[config.mk]
export PLATFORM = sky130hd
export DESIGN_NAME = dpwm_duty_sequencer
export DESIGN_NICKNAME = d
export VERILOG_FILES = /design/src/rtl/dpwm_pkg.sv /design/src/rtl/dpwm_frame_tick.sv /design/src/rtl/dpwm_duty_sequencer.sv
export SDC_FILE = /design/constraint.sdc
export NUM_CORES = 1
export LEC_CHECK = 0
export CELL_PAD_IN_SITES_DETAIL_PLACEMENT = 0
export CELL_PAD_IN_SITES_GLOBAL_PLACEMENT = 2
export CORE_MARGIN = 5
export CORE_UTILIZATION = 36
export DETAILED_ROUTE_END_ITERATION = 8
export HOLD_SLACK_MARGIN = 0.12
export PLACE_DENSITY = 0.86
export SETUP_SLACK_MARGIN = 0.4
export SLEW_MARGIN = 10
export SYNTH_ARGS = -nofsm -noshare
export SYNTH_HDL_FRONTEND = slang
export SYNTH_HIERARCHICAL = 1
export SYNTH_SLANG_ARGS = --single-unit
[constraint.sdc]
create_clock -name clk -period 3.46 [get_ports clk]
set_input_delay 0.346 -clock clk [delete_from_list [all_inputs] [get_ports clk]]
set_output_delay 0.346 -clock clk [all_outputs]
set_load 0.05 [all_outputs]
[src/rtl/dpwm_pkg.sv]
`default_nettype none
// ============================================================================
// Module   : dpwm_pkg
// Purpose  : Shared types, state encodings and the saturating duty step used
//            by the DPWM duty sequencer.
// Revision : 1.0  initial release
// ============================================================================
package dpwm_pkg;

  // Duty command width shared by every file in this slice
  localparam int DUTY_W = 10;

  typedef logic [2:0] state_t;

  localparam state_t ST_IDLE      = 3'd0;
  localparam state_t ST_SOFTSTART = 3'd1;
  localparam state_t ST_RUN       = 3'd2;
  localparam state_t ST_SHUTDOWN  = 3'd3;
  localparam state_t ST_FAULT     = 3'd4;

  // Add or subtract a step with one guard bit, saturating to [0, 2^DUTY_W-1]
  function automatic logic [DUTY_W-1:0] sat_step(
    input logic [DUTY_W-1:0] val,
    input logic [DUTY_W-1:0] step,
    input logic              dec
  );
    logic [DUTY_W:0] w_res;
    if (dec) begin
      w_res    = {1'b0, val} - {1'b0, step};
      sat_step = w_res[DUTY_W] ? '0 : w_res[DUTY_W-1:0];
    end else begin
      w_res    = {1'b0, val} + {1'b0, step};
      sat_step = w_res[DUTY_W] ? '1 : w_res[DUTY_W-1:0];
    end
  endfunction

endpackage
`default_nettype wire

[src/rtl/dpwm_frame_tick.sv]
`default_nettype none
// ============================================================================
// Module   : dpwm_frame_tick
// Purpose  : Free-running frame counter; tick is high for one clk in every
//            FRAME_CLKS, on the cycle the counter wraps.
// Revision : 1.0  initial release
// ============================================================================
module dpwm_frame_tick #(
  parameter int FRAME_CLKS = 128
) (
  input  logic clk,
  input  logic rst_n,
  output logic tick
);

  localparam int              CNT_W  = (FRAME_CLKS > 1) ? $clog2(FRAME_CLKS) : 1;
  localparam logic [CNT_W-1:0] c_last = CNT_W'(FRAME_CLKS - 1);

  logic [CNT_W-1:0] r_cnt;

  // Count 0..FRAME_CLKS-1 and wrap
  always_ff @(posedge clk or negedge rst_n) begin
    if (!rst_n) begin
      r_cnt <= '0;
    end else if (r_cnt == c_last) begin
      r_cnt <= '0;
    end else begin
      r_cnt <= r_cnt + 1'b1;
    end
  end

  assign tick = (r_cnt == c_last);

endmodule
`default_nettype wire

[src/rtl/dpwm_duty_sequencer.sv]
`default_nettype none
// ============================================================================
// Module   : dpwm_duty_sequencer
// Purpose  : Sequences the duty command for the dither + deadtime DPWM path:
//            soft-start, frame-synchronous slew-limited updates, graceful
//            shutdown and latched fault shutdown.
//            Optional macro DUTY_CLAMP_EN: clamp accepted targets to
//            [DUTY_MIN, DUTY_MAX] and start soft-start from DUTY_MIN.
// Revision : 1.0  initial release
// ============================================================================
module dpwm_duty_sequencer
  import dpwm_pkg::*;
#(
  parameter int FRAME_CLKS = 128,
  parameter int SS_STEP    = 4,
  parameter int RAMP_STEP  = 16
`ifdef DUTY_CLAMP_EN
  ,
  parameter int DUTY_MIN   = 8,
  parameter int DUTY_MAX   = 1000
`endif
) (
  input  logic              clk,
  input  logic              rst_n,
  input  logic              enable,
  input  logic              fault,
  input  logic              fault_clr,
  input  logic [DUTY_W-1:0] target_duty,
  input  logic              target_vld,
  output logic              target_rdy,
  output logic [DUTY_W-1:0] duty_cmd,
  output logic              gate_en,
  output logic [2:0]        state
);

  localparam logic [DUTY_W-1:0] c_ss_step   = DUTY_W'(SS_STEP);
  localparam logic [DUTY_W-1:0] c_ramp_step = DUTY_W'(RAMP_STEP);
`ifdef DUTY_CLAMP_EN
  localparam logic [DUTY_W-1:0] c_duty_min  = DUTY_W'(DUTY_MIN);
  localparam logic [DUTY_W-1:0] c_duty_max  = DUTY_W'(DUTY_MAX);
`endif

  logic              w_tick;
  logic              w_accept;
  logic [DUTY_W-1:0] w_target_in;
  logic [DUTY_W-1:0] w_ss_sum;
  logic [DUTY_W-1:0] w_ss_next;
  logic [DUTY_W-1:0] w_run_next;
  logic [DUTY_W-1:0] w_dn_next;

  logic [DUTY_W-1:0] r_duty;
  logic [DUTY_W-1:0] r_target;
  logic              r_gate_en;
  logic              r_target_rdy;
  state_t            r_state;

  dpwm_frame_tick #(
    .FRAME_CLKS (FRAME_CLKS)
  ) u_frame_tick (
    .clk   (clk),
    .rst_n (rst_n),
    .tick  (w_tick)
  );

  assign w_accept = target_vld && r_target_rdy;

  // Value loaded into the target register on acceptance
  always_comb begin
    w_target_in = target_duty;
`ifdef DUTY_CLAMP_EN
    if (target_duty < c_duty_min) begin
      w_target_in = c_duty_min;
    end else if (target_duty > c_duty_max) begin
      w_target_in = c_duty_max;
    end
`endif
  end

  // Soft-start step: add SS_STEP, then cap at the target
  always_comb begin
    w_ss_sum  = sat_step(r_duty, c_ss_step, 1'b0);
    w_ss_next = (w_ss_sum > r_target) ? r_target : w_ss_sum;
`ifdef DUTY_CLAMP_EN
    // Jump straight to the floor when it lies below the target
    if ((r_duty < c_duty_min) && (c_duty_min <= r_target)) begin
      w_ss_next = c_duty_min;
    end
`endif
  end

  // Run slew: move toward the target by at most RAMP_STEP, landing exactly on it
  always_comb begin
    w_run_next = r_duty;
    if (r_target > r_duty) begin
      w_run_next = ((r_target - r_duty) <= c_ramp_step) ? r_target
                                                        : sat_step(r_duty, c_ramp_step, 1'b0);
    end else if (r_target < r_duty) begin
      w_run_next = ((r_duty - r_target) <= c_ramp_step) ? r_target
                                                        : sat_step(r_duty, c_ramp_step, 1'b1);
    end
  end

  assign w_dn_next = sat_step(r_duty, c_ramp_step, 1'b1);

  // Target register: loads on every vld&&rdy handshake
  always_ff @(posedge clk or negedge rst_n) begin
    if (!rst_n) begin
      r_target <= '0;
    end else if (w_accept) begin
      r_target <= w_target_in;
    end
  end

  // Sequencer FSM with registered duty, gate enable and ready
  always_ff @(posedge clk or negedge rst_n) begin
    if (!rst_n) begin
      r_state      <= ST_IDLE;
      r_duty       <= '0;
      r_gate_en    <= 1'b0;
      r_target_rdy <= 1'b0;
    end else if (fault) begin
      // Fault overrides everything and acts without waiting for a tick
      r_state      <= ST_FAULT;
      r_duty       <= '0;
      r_gate_en    <= 1'b0;
      r_target_rdy <= 1'b0;
    end else begin
      case (r_state)
        ST_IDLE: begin
          r_duty       <= '0;
          r_gate_en    <= 1'b0;
          r_target_rdy <= 1'b1;
          if (enable) begin
            r_state   <= ST_SOFTSTART;
            r_gate_en <= 1'b1;
          end
        end

        ST_SOFTSTART: begin
          if (!enable) begin
            r_state      <= ST_SHUTDOWN;
            r_target_rdy <= 1'b0;
          end else if (w_tick) begin
            r_duty <= w_ss_next;
            if (w_ss_next == r_target) begin
              r_state <= ST_RUN;
            end
          end
        end

        ST_RUN: begin
          if (!enable) begin
            r_state      <= ST_SHUTDOWN;
            r_target_rdy <= 1'b0;
          end else if (w_tick) begin
            r_duty <= w_run_next;
          end
        end

        ST_SHUTDOWN: begin
          if (enable) begin
            // Resume soft-start from wherever the ramp-down has reached
            r_state      <= ST_SOFTSTART;
            r_target_rdy <= 1'b1;
          end else if (w_tick) begin
            r_duty <= w_dn_next;
            if (w_dn_next == '0) begin
              r_state      <= ST_IDLE;
              r_gate_en    <= 1'b0;
              r_target_rdy <= 1'b1;
            end
          end
        end

        ST_FAULT: begin
          r_duty       <= '0;
          r_gate_en    <= 1'b0;
          r_target_rdy <= 1'b0;
          if (fault_clr) begin
            r_state      <= ST_IDLE;
            r_target_rdy <= 1'b1;
          end
        end

        default: begin
          r_state      <= ST_IDLE;
          r_duty       <= '0;
          r_gate_en    <= 1'b0;
          r_target_rdy <= 1'b0;
        end
      endcase
    end
  end

  assign duty_cmd   = r_duty;
  assign gate_en    = r_gate_en;
  assign target_rdy = r_target_rdy;
  assign state      = r_state;

endmodule
`default_nettype wire
==> results.yml <==
outcome:
  run_status: "finished clean"
yosys:
  synthCells: 458
  synth.avg_cell_area_um2: 8.258
  ys_async_sr_fraction: 1.000
  synth_flop_cell: "dfrtp_1"
  syn_area_um2: 3782
  ys_seq_elements: 32
  syn_nets: 507
  yosysSeqAreaShare: 0.2117
  yosysWarnings: 6
  synth_edf_count: 0
  ys_types: 80
power_and_ir_drop:
  leakage_nw: 2.107
  p_per_area_nw_per_um2: 356.0
  power.total_mw: 1.757
  ir_worst_vdd_mv: 0.3030
timing:
  finalClockSkew_ns: 0.008056
  fin_crit_sh: 0.8942
  hold_viol_final: 0
  rsz0062_at_grt: "yes"
  fin_tns_setup_ns: 0
  fin_ws_ns: 0.3659
  max_freq_mhz: 323.2
  fin_crit_ns: 3.094
  max_slew_margin: 0.6292
  setup_viol: 0
  drv_slew: 0
  worstMarginPinSlew_ns: 0.5545
final_layout:
  drive_gt1_frac: 0.2642
  post-route-cell-area_um2: 4937
  final_cell_mix: "48 x buf_4, 32 x nand2_1, 31 x inv_1"
  area_delta_synth_final_pct: 30.53
  fin_nets: 578
  antenna_cells: 0
  final_common_cell: "buf_4"
setup_path:
  critPathTopFamily: "compound AO/OA/AOI/OAI gates"
  cpMaxStageDelayCell: "dfrtp_4"
  arrival_ns: 3.27
  max_stage_delay_ns: 0.51
  crit_fanout: 8
  r2r-start: "duty_cmd[4]"
  worst-setup-path-type: "reg2reg"
  crit_cells: 12
  worst_setup_path_end_kind: "register"
  crit_chain: "ha_4, nand4_4, nand2_1, o31a_1, ha_4, nand4_1, o31a_1, nor2_4, mux2i_1, o32ai_1, a22o_1, a221o_1"
  required_ns: 3.64
  reg2regPathDepth: 12
  startpoint_type: "register"
  startpoint: "duty_cmd[4]"
  critPathBufInv: 0
  rrSetupSlack_ns: 0.37
job:
  cap_viol_max_count: 0
place:
  pre_cts_slack_ns: 0.1009
  place_congestion: 0.8663
  placed_cell_area_um2: 4400
  hpwl_um: 9402
  placement.io_buffers: 30
floorplanning:
  fp-row-count: 37
  dieArea_um2: 12660
  die_h_um: 112.5
  core-area_um2: 10280
  initial_core_util: 0.3680
  num_io_pins: 31
  die_w_um: 112.5
clock_tree:
  cts_buffers: 5
  insertion_delay_ns: 0.30
  clockBufferDepth: 2
  cts_tree: "done"
  htree_levels: 2
  clock-sinks: 32
  clk_pin_slew_worst_paths_ns: 0.07
  root_buffer: "clkbuf_8"
  cts-hold-fix-buffers: 0
drt:
  drtPass1Iterations: 5
  vias_per_cell: 5.721
  routedWlPerCell_um: 18.29
  drt_iter0_drc: 246
  routed_wl_um: 12180
  final_antenna_net_count: 0
  vias: 3810
  drc: 0
grt:
  gr-usage-all-layers: 0.1847
  grt_max_degree: 33
  grt-ovfl-total: 0
  grt_pass1_vias: 3683
  grt_pass1_wl_um: 19000
  antenna_found_initial: 0
worst_hold_path:
  hp-class: "in2async"
-- area by class of cell --
type	instances	area (um2)
Clock buffer	6	82.58
Clock inverter	2	10.01
Fill cell	1061	5340
Inverter	32	120.1
Multi-Input combinational cell	377	3044
Sequential cell	32	815.8
Tap cell	136	170.2
Timing Repair Buffer	81	694.4
-- worst register-to-register path: stages, from the launching register on --
cell and delay [ns]:
dfrtp_4 0.51, ha_4 0.19, nand4_4 0.13, nand2_1 0.06, o31a_1 0.33, ha_4 0.28, nand4_1 0.11, o31a_1 0.31
nor2_4 0.27, mux2i_1 0.26, o32ai_1 0.10, a22o_1 0.19, a221o_1 0.25
-- Yosys cell counts, types with 7 or more instances --
cell       n  area, um2
clkbuf_1   7      26.28
mux2_2    12      135.1
ha_1      33      412.9
xor2_1     7      61.31
inv_1     32      120.1
a211oi_1   7      52.55
o21ai_0   24      120.1
a21o_1     9      67.56
nor2_1    32      120.1
mux2i_1   12      120.1
nor3_1    11      55.05
nand4_1    7      43.79
xnor2_1   15      131.4
nand3_1   18      90.09
a21oi_1   25      125.1
nand2_1   35      131.4
nand2b_1   9      56.30
dfrtp_1   32      800.8
-- sequential cells by signal, indices dropped and copies added, names as in the netlist --
register / count
duty_cmd: 10
r_target: 10
u_frame_tick/r_cnt: 7
state: 3
gate_en: 1
target_rdy: 1
-- through the flow --
| step | hold WS, ns | cells | util |
|---|---|---|---|
| 2_1_floorplan | 0.05041 | 458 | - |
| 3_3_place_gp | 0.4647 | 632 | 0.4282 |
| 3_5_place_dp | 0.4589 | 632 | 0.4282 |
| 4_1_cts | 0.4547 | 647 | 0.4446 |
| 5_1_grt | 0.4786 | 666 | 0.4804 |
| 6_report | 0.4493 | 666 | 0.4804 |
-- cells by family after synthesis --
logic type      count (synthesis)  synth area share
mux                            24           0.06748
simple gates                  155            0.2226
flops                          32            0.2117
xor+xnor                       22           0.05094
buf+inv                        49           0.05723
fa+ha+maj                      33            0.1092
compound gates                143            0.2809
-- per-layer routing --
metal | share of wire | global-route usage
met3 | 0.045 | 0.02534
met2 | 0.46 | 0.2944
met4 | 0.022 | 0.05929
met5 | 0 | 0
met1 | 0.47 | 0.2579
-- path summary, 6_finish.rpt --
kind,to
worst max-delay path,duty_cmd[5]
worst min-delay path,u_frame_tick/r_cnt[4]
worst max register to register,duty_cmd[5]
worst min register to register,u_frame_tick/r_cnt[6]
max in group asynchronous,duty_cmd[2]
min in group clk,u_frame_tick/r_cnt[6]
-- what timing repair did --
action | 4_1_cts | 5_1_grt
gates resized for setup | 4 | 40
buffers inserted | 7 | 19
pin swaps | 10 | 13
setup endpoints to repair | 10 | 10
-- power breakdown --
group | switching (mW) | internal, mW | leakage, nW
Sequential | 0.0729 | 0.411 | 0.392
Combinational | 0.556 | 0.411 | 1.66
Clock | 0.148 | 0.159 | 0.0510
Total | 0.777 | 0.981 | 2.11
Power figures use the tool's default switching activity.
